===== config.mk =====
export PLATFORM = sky130hd
export DESIGN_NAME = ghost_target_control
export DESIGN_NICKNAME = d
export VERILOG_FILES = /design/src/rtl/ghost_target_control.sv
export SDC_FILE = /design/constraint.sdc
export NUM_CORES = 1
export LEC_CHECK = 0
export CORE_AREA = 2 2 317 319
export CTS_BUF_LIST = sky130_fd_sc_hd__clkbuf_16
export CTS_CLUSTER_DIAMETER = 50
export DETAILED_ROUTE_END_ITERATION = 8
export DIE_AREA = 0 0 319 321
export DONT_BUFFER_PORTS = 1
export GPL_ROUTABILITY_DRIVEN = 0
export PLACE_DENSITY = 0.37
export SLEW_MARGIN = 40
export SYNTH_ARGS = -nofsm -noshare
export SYNTH_HDL_FRONTEND = slang
export SYNTH_SLANG_ARGS = --single-unit
export TNS_END_PERCENT = 20

===== constraint.sdc =====
create_clock -name clk -period 7.3 [get_ports clk]
set_clock_uncertainty 0.1 [all_clocks]
set_input_delay 2.19 -clock clk [delete_from_list [all_inputs] [get_ports clk]]
set_output_delay 2.19 -clock clk [all_outputs]
set_load 0.1 [all_outputs]

===== src/rtl/ghost_target_control.sv =====
// Per-ghost movement controller: picks a direction each step from the wall map
// and a mode-dependent target tile (player in CHASE, corner in SCATTER, LFSR in FRIGHT).
module ghost_target_control #(
    parameter int unsigned TILE         = 20,
    parameter int unsigned COLS         = 32,
    parameter int unsigned ROWS         = 24,
    parameter int unsigned START_X      = 20,
    parameter int unsigned START_Y      = 160,
    parameter logic [1:0]  START_DIR    = 2'd3,
    parameter int unsigned SCAT_COL     = 0,
    parameter int unsigned SCAT_ROW     = 0,
    parameter int unsigned SCAT_STEPS   = 7,
    parameter int unsigned CHASE_STEPS  = 20,
    parameter int unsigned FRIGHT_STEPS = 6,
    parameter logic [7:0]  LFSR_SEED    = 8'hA5,
    parameter int unsigned WIDTH        = COLS * TILE,
    parameter int unsigned HEIGHT       = ROWS * TILE
) (
    input  logic                      clk,
    input  logic                      reset,
    input  logic                      step,
    input  logic                      frighten,
    input  logic [$clog2(WIDTH)-1:0]  player_x,
    input  logic [$clog2(WIDTH)-1:0]  player_y,
    input  logic [ROWS*COLS-1:0]      tilemap_walls,
    output logic [$clog2(WIDTH)-1:0]  x,
    output logic [$clog2(HEIGHT)-1:0] y,
    output logic [1:0]                ghost_direction,
    output logic [1:0]                mode,
    output logic                      busy
);

    localparam int unsigned XW = $clog2(WIDTH);
    localparam int unsigned YW = $clog2(HEIGHT);
    localparam int unsigned CW = $clog2(COLS);
    localparam int unsigned RW = $clog2(ROWS);
    localparam int unsigned NW = $clog2(ROWS * COLS);
    localparam int unsigned PW = 8;

    typedef enum logic [1:0] {DIR_UP = 2'd0, DIR_DOWN = 2'd1, DIR_LEFT = 2'd2, DIR_RIGHT = 2'd3} dir_t;
    typedef enum logic [1:0] {M_SCATTER = 2'd0, M_CHASE = 2'd1, M_FRIGHT = 2'd2} mode_t;
    typedef enum logic [1:0] {S_IDLE, S_EVAL, S_MOVE} state_t;

    state_t        state_q, state_d;
    logic [1:0]    idx_q;
    logic [XW-1:0] x_q;
    logic [YW-1:0] y_q;
    logic [CW-1:0] col_q;
    logic [RW-1:0] row_q;
    dir_t          dir_q;
    mode_t         mode_q, saved_mode_q;
    logic [PW-1:0] cnt_q, saved_cnt_q;
    logic          force_q;
    logic [7:0]    lfsr_q;

    mode_t         dec_mode_q;
    logic [CW-1:0] tgt_col_q;
    logic [RW-1:0] tgt_row_q;
    logic          dec_force_q;
    logic [1:0]    dec_start_q;
    dir_t          best_dir_q;
    logic [6:0]    best_metric_q;
    logic          best_valid_q, rev_open_q;

    logic          accept;
    mode_t         eff_mode, sv_mode, mode_d;
    logic [PW-1:0] eff_cnt, sv_cnt, cnt_d, cnt_inc, limit;
    logic          eff_force, force_d;

    dir_t          rev_dir, cand_dir, move_dir;
    logic          do_move, in_range, cand_open;
    logic [CW-1:0] n_col, dcol, player_col;
    logic [RW-1:0] n_row, drow, player_row;
    logic [NW-1:0] wall_idx;
    logic [1:0]    rot;
    logic [6:0]    metric;

    assign accept     = (state_q == S_IDLE) && step;
    assign rev_dir    = dir_t'(2'(dir_q ^ 2'b01));
    assign player_col = CW'(player_x / TILE);
    assign player_row = RW'(player_y / TILE);

    // frighten is folded in first so a coincident step already sees FRIGHT
    always_comb begin
        eff_mode  = mode_q;
        eff_cnt   = cnt_q;
        eff_force = force_q;
        sv_mode   = saved_mode_q;
        sv_cnt    = saved_cnt_q;
        if (frighten) begin
            if (mode_q != M_FRIGHT) begin
                sv_mode = mode_q;
                sv_cnt  = cnt_q;
            end
            eff_mode  = M_FRIGHT;
            eff_cnt   = '0;
            eff_force = 1'b1;
        end
        mode_d  = eff_mode;
        cnt_d   = eff_cnt;
        force_d = eff_force;
        cnt_inc = eff_cnt + PW'(1);
        case (eff_mode)
            M_SCATTER: limit = PW'(SCAT_STEPS);
            M_CHASE:   limit = PW'(CHASE_STEPS);
            default:   limit = PW'(FRIGHT_STEPS);
        endcase
        // The flag is handed to the decision at accept; it is used by that decision's move
        if (accept) begin
            force_d = 1'b0;
            if (cnt_inc == limit) begin
                case (eff_mode)
                    M_SCATTER: begin mode_d = M_CHASE;   cnt_d = '0; force_d = 1'b1; end
                    M_CHASE:   begin mode_d = M_SCATTER; cnt_d = '0; force_d = 1'b1; end
                    default:   begin mode_d = sv_mode;   cnt_d = sv_cnt; end
                endcase
            end else begin
                cnt_d = cnt_inc;
            end
        end
    end

    always_comb begin
        cand_dir = DIR_UP;
        n_col    = col_q;
        n_row    = row_q;
        in_range = 1'b0;
        case (idx_q)
            2'd0: begin cand_dir = DIR_UP;    in_range = (row_q != '0);            n_row = row_q - RW'(1); end
            2'd1: begin cand_dir = DIR_LEFT;  in_range = (col_q != '0);            n_col = col_q - CW'(1); end
            2'd2: begin cand_dir = DIR_DOWN;  in_range = (row_q != RW'(ROWS - 1)); n_row = row_q + RW'(1); end
            default: begin cand_dir = DIR_RIGHT; in_range = (col_q != CW'(COLS - 1)); n_col = col_q + CW'(1); end
        endcase
        wall_idx  = in_range ? NW'(32'(n_row) * COLS + 32'(n_col)) : '0;
        cand_open = in_range && !tilemap_walls[wall_idx];
        dcol      = (n_col > tgt_col_q) ? n_col - tgt_col_q : tgt_col_q - n_col;
        drow      = (n_row > tgt_row_q) ? n_row - tgt_row_q : tgt_row_q - n_row;
        // FRIGHT ranks candidates by cyclic distance from the LFSR start index
        rot       = idx_q - dec_start_q;
        metric    = (dec_mode_q == M_FRIGHT) ? 7'(rot) : 7'(dcol) + 7'(drow);
    end

    always_comb begin
        do_move  = 1'b0;
        move_dir = best_dir_q;
        if (rev_open_q && (dec_force_q || !best_valid_q)) begin
            do_move  = 1'b1;
            move_dir = rev_dir;
        end else if (best_valid_q) begin
            do_move = 1'b1;
        end
    end

    always_comb begin
        state_d = state_q;
        case (state_q)
            S_IDLE:  if (step) state_d = S_EVAL;
            S_EVAL:  if (idx_q == 2'd3) state_d = S_MOVE;
            S_MOVE:  state_d = S_IDLE;
            default: state_d = S_IDLE;
        endcase
    end

    always_ff @(posedge clk or posedge reset) begin
        if (reset) state_q <= S_IDLE;
        else       state_q <= state_d;
    end

    always_ff @(posedge clk or posedge reset) begin
        if (reset) begin
            idx_q         <= '0;
            x_q           <= XW'(START_X);
            y_q           <= YW'(START_Y);
            col_q         <= CW'(START_X / TILE);
            row_q         <= RW'(START_Y / TILE);
            dir_q         <= dir_t'(START_DIR);
            mode_q        <= M_SCATTER;
            saved_mode_q  <= M_SCATTER;
            cnt_q         <= '0;
            saved_cnt_q   <= '0;
            force_q       <= 1'b0;
            lfsr_q        <= LFSR_SEED;
            dec_mode_q    <= M_SCATTER;
            tgt_col_q     <= '0;
            tgt_row_q     <= '0;
            dec_force_q   <= 1'b0;
            dec_start_q   <= '0;
            best_dir_q    <= DIR_UP;
            best_metric_q <= '1;
            best_valid_q  <= 1'b0;
            rev_open_q    <= 1'b0;
        end else begin
            mode_q       <= mode_d;
            cnt_q        <= cnt_d;
            force_q      <= force_d;
            saved_mode_q <= sv_mode;
            saved_cnt_q  <= sv_cnt;
            if (accept) begin
                lfsr_q        <= {lfsr_q[6:0], lfsr_q[7] ^ lfsr_q[5] ^ lfsr_q[4] ^ lfsr_q[3]};
                dec_start_q   <= lfsr_q[1:0];
                dec_mode_q    <= eff_mode;
                dec_force_q   <= eff_force;
                tgt_col_q     <= (eff_mode == M_CHASE) ? player_col : CW'(SCAT_COL);
                tgt_row_q     <= (eff_mode == M_CHASE) ? player_row : RW'(SCAT_ROW);
                idx_q         <= '0;
                best_dir_q    <= DIR_UP;
                best_metric_q <= '1;
                best_valid_q  <= 1'b0;
                rev_open_q    <= 1'b0;
            end
            if (state_q == S_EVAL) begin
                idx_q <= idx_q + 2'd1;
                if (cand_open) begin
                    if (cand_dir == rev_dir) begin
                        rev_open_q <= 1'b1;
                    end else if (!best_valid_q || metric < best_metric_q) begin
                        best_valid_q  <= 1'b1;
                        best_metric_q <= metric;
                        best_dir_q    <= cand_dir;
                    end
                end
            end
            if (state_q == S_MOVE && do_move) begin
                dir_q <= move_dir;
                case (move_dir)
                    DIR_UP:    begin y_q <= y_q - YW'(TILE); row_q <= row_q - RW'(1); end
                    DIR_DOWN:  begin y_q <= y_q + YW'(TILE); row_q <= row_q + RW'(1); end
                    DIR_LEFT:  begin x_q <= x_q - XW'(TILE); col_q <= col_q - CW'(1); end
                    default:   begin x_q <= x_q + XW'(TILE); col_q <= col_q + CW'(1); end
                endcase
            end
        end
    end

    assign x               = x_q;
    assign y               = y_q;
    assign ghost_direction = dir_q;
    assign mode            = mode_q;
    assign busy            = (state_q != S_IDLE);

endmodule


==> flow_summary.toml <==
[detailed_routing]
dr_total_vias = 16500
final_antenna_net_count = 0
drt-initial-drc-count = 1338
dr.pass1.iters = 6
vias_per_cell = 5.14
avgRoutedWirePerCell_microns = 31.8
wl_mm = 102
post-route-drc-count = 0

[setup_path]
crit_slowest_cell = "ha_1"
critPathArrivalTime_ps = 6820
crit_path_max_incr_delay_ps = 690
r2r_end = "best_metric_q[3]"
crit_top_cell = "buf_4"
worstPathRequired_ps = 7480
cp_cell_sequence = "ha_1 -> nand2_1 -> nand2_1 -> a21o_4 -> buf_4 -> buf_4 -> mux2i_1 -> o21ai_0 -> nor2_1 -> nor4_1 -> o31ai_1 -> buf_4 -> and4bb_1 -> buf_4 -> mux2i_1"
worst_r2r_path_depth = 15
worstSetupStartpoint = "idx_q[0]"
path_class = "reg -> reg"
start_kind = "register"
timing.rr.start = "idx_q[0]"
reg2reg_slack_ps = 660
crit_fanout = 48
cp-end-kind = "register"

[sta]
timing.slew.headroom_pct = 38.8
hold_violations = 0
fin_crit_sh_pct = 90.9
fmax_mhz = 151
layout_setup_ws_ps = 661
tightest_slew_ps = 914
setup_viol = 0
fin_setup_tns_ps = 0
min_period_ps = 6640
grt_setup_unrepaired = "no"
drv_slew = 0

[synthesis]
synth_top_family_by_area = "compound AO/OA/AOI/OAI gates"
synth-xor-area-share_pct = 3.53
syn_area_sq_um = 14400
synth-adder-area-share_pct = 6.17
synthSimpleGateAreaFrac_pct = 20.8
async_flop_share_pct = 100
yosys_warnings = 0
synth_edf_count = 0
syn_avg_cell_area_sq_um = 7.31
ys.flop_type = "dfrtp_1"
synth-seq-cells = 85
yosys.cell_types.count = 100
synthMuxAreaShare_pct = 13.7
syn-instance-count = 1969
synth_compound_area_share_pct = 33.0
synth_seq_area_share_pct = 14.9

[placed_design]
dp_cells = 3181
post-dp-hpwl_mm = 83.0
placed_cell_area_sq_um = 16200
port-buffer-count = 0
place_ws_ps = 762

[clocking]
clockRootBuffer = "clkbuf_16"
cts_htree_levels = 3
hold_buffers = 0
cts_sinks = 85
cts_setup_buffers = 0
cts_resized = 0
clkLatencyLatePin_ps = 370
path_clk_slew_ps = 70
cts_buffers = 9
cts_buffer_depth = 2
cts_tree = "built"

[power_and_ir_drop]
ir_drop_mv = 0.375
p_leak_uw = 0.00616
p_per_area_nw_per_um2 = 778

[layout]
fill_cells = 11400
synthToLayoutAreaGrowth_pct = 14.3
nets = 2748
final_area_sq_um = 16400
stdcell_count = 3208
drive_gt1_share_pct = 11.5

[floorplanning]
die_x_microns = 319
dieHeight_microns = 321
initial_core_util_pct = 14.5
coreArea_sq_um = 99300
ioPinCount = 816
die-area_sq_um = 102000
fp-row-count = 116

[global_routing]
grt_pass1_wl_mm = 134
grt_antenna_before_repair = 38
first_global_vias = 15800
grt_max_degree = 125
grt.overflow.total = 0
grt_usage_pct = 18.8

[run_status]
status = "finished clean"

[min_path]
min_path_cells = 2
hold_path.class = "reg -> reg"
worstHoldStart = "dec_mode_q[0]"
min_to = "dec_mode_q[0]"

[flow_run]
cap_violations = 0
-- registers in the layout (all words and copies together) (netlist names), 5 cells and up --
name	flops
cnt_q	8
lfsr_q	8
saved_cnt_q	8
x	8
best_metric_q	7
y	7
col_q	5
row_q	5
tgt_col_q	5
tgt_row_q	5
-- metrics by stage --
stage | hold slack, ps | total power (uW) | utilization, %
CTS | 364 | 12900 | 16.5
finish | 357 | 12800 | 16.6
floorplan | 330 | 7670 | -
detailed placement | 349 | 12400 | 16.3
global placement | 347 | 12300 | 16.1
global route | 389 | 13700 | 16.6
-- synthesized netlist by cell type, drive strengths merged (32+ instances only) --
master / count / area, sq um
nand2: 276 / 1040
mux2i: 136 / 1360
o21ai: 132 / 672
a21oi: 131 / 671
nor2: 130 / 495
buf: 113 / 634
o22ai: 99 / 619
inv: 70 / 265
dfrtp: 66 / 1650
clkbuf: 60 / 225
ha: 55 / 688
nand3: 49 / 245
o221ai: 41 / 359
nor3: 39 / 200
xnor2: 34 / 298
a221oi: 32 / 280
-- power by group --
group / internal (uW) / switching [uW]
Combinational: 3670 / 7600
Clock: 229 / 213
Sequential: 642 / 440
-- worst max-delay path, delay by kind of cell, from the launching register on --
kind	cells	cell delay, ps
buf+inv	4	1430
fa+ha+maj	1	690
compound gates	3	1130
simple gates	5	1760
flops	1	630
mux	2	730
-- per-layer routing --
| layer | global-route usage [%] | wire length, microns | vias up |
|---|---|---|---|
| met5 | 0 | 188 | - |
| met3 | 4.71 | 8080 | 126 |
| li1 | - | - | 7319 |
| met4 | 5.48 | 2880 | 30 |
| met1 | 24.9 | 44300 | 8200 |
| met2 | 30.2 | 46600 | 812 |
-- final cells by class --
type,count,area (sq um),area share [%]
inverter,73,280,1.70
clock buffer,9,225,1.37
timing repair buffer,84,782,4.75
sequential,85,2170,13.2
multi-input combinational,1641,11300,68.7
tap,1298,1620,9.87
antenna,11,27.5,0.167
clock inverter,7,42.5,0.259
-- worst max-delay path by stage --
stage	cells past startpoint	endpoint
after floorplan	27	best_metric_q[1]
after global placement	16	tgt_col_q[0]
after detailed placement	15	best_metric_q[3]
after CTS	15	best_metric_q[3]
after global routing	26	best_metric_q[4]
final	15	best_metric_q[3]
-- logic make-up after synthesis --
family,Yosys count
muxes,176
buffers and inverters,246
adders and majority gates,68
and+or+nand+nor,638
AOI/OAI and AO/OA,697
other,1
xor gates and xnor gates,58
DFF,85
-- cells in the final DEF (no fill, tap or decap), drive strengths merged, types with 14 or more instances in the layout --
cell / netlist / routed
nor2b: 18 / 18
mux2i: 136 / 136
o22ai: 99 / 99
a31oi: 23 / 23
o21ai: 132 / 132
a21o: 15 / 15
nor3: 39 / 39
ha: 55 / 55
mux2: 26 / 26
o211ai: 20 / 20
nor4: 21 / 21
buf: 113 / 84
nor2: 130 / 130
a221o: 20 / 20
a221oi: 32 / 32
nand2: 276 / 276
a211oi: 29 / 29
a21oi: 131 / 131
mux4: 14 / 14
xnor2: 34 / 34
dfrtp: 66 / 66
inv: 70 / 69
o21a: 15 / 15
o221ai: 41 / 41
nand2b: 21 / 21
and3: 15 / 15
nand3: 49 / 49
a22oi: 29 / 29
xor2: 24 / 24
dfstp: 19 / 19
Note: power is estimated with default switching activity, not from simulation.
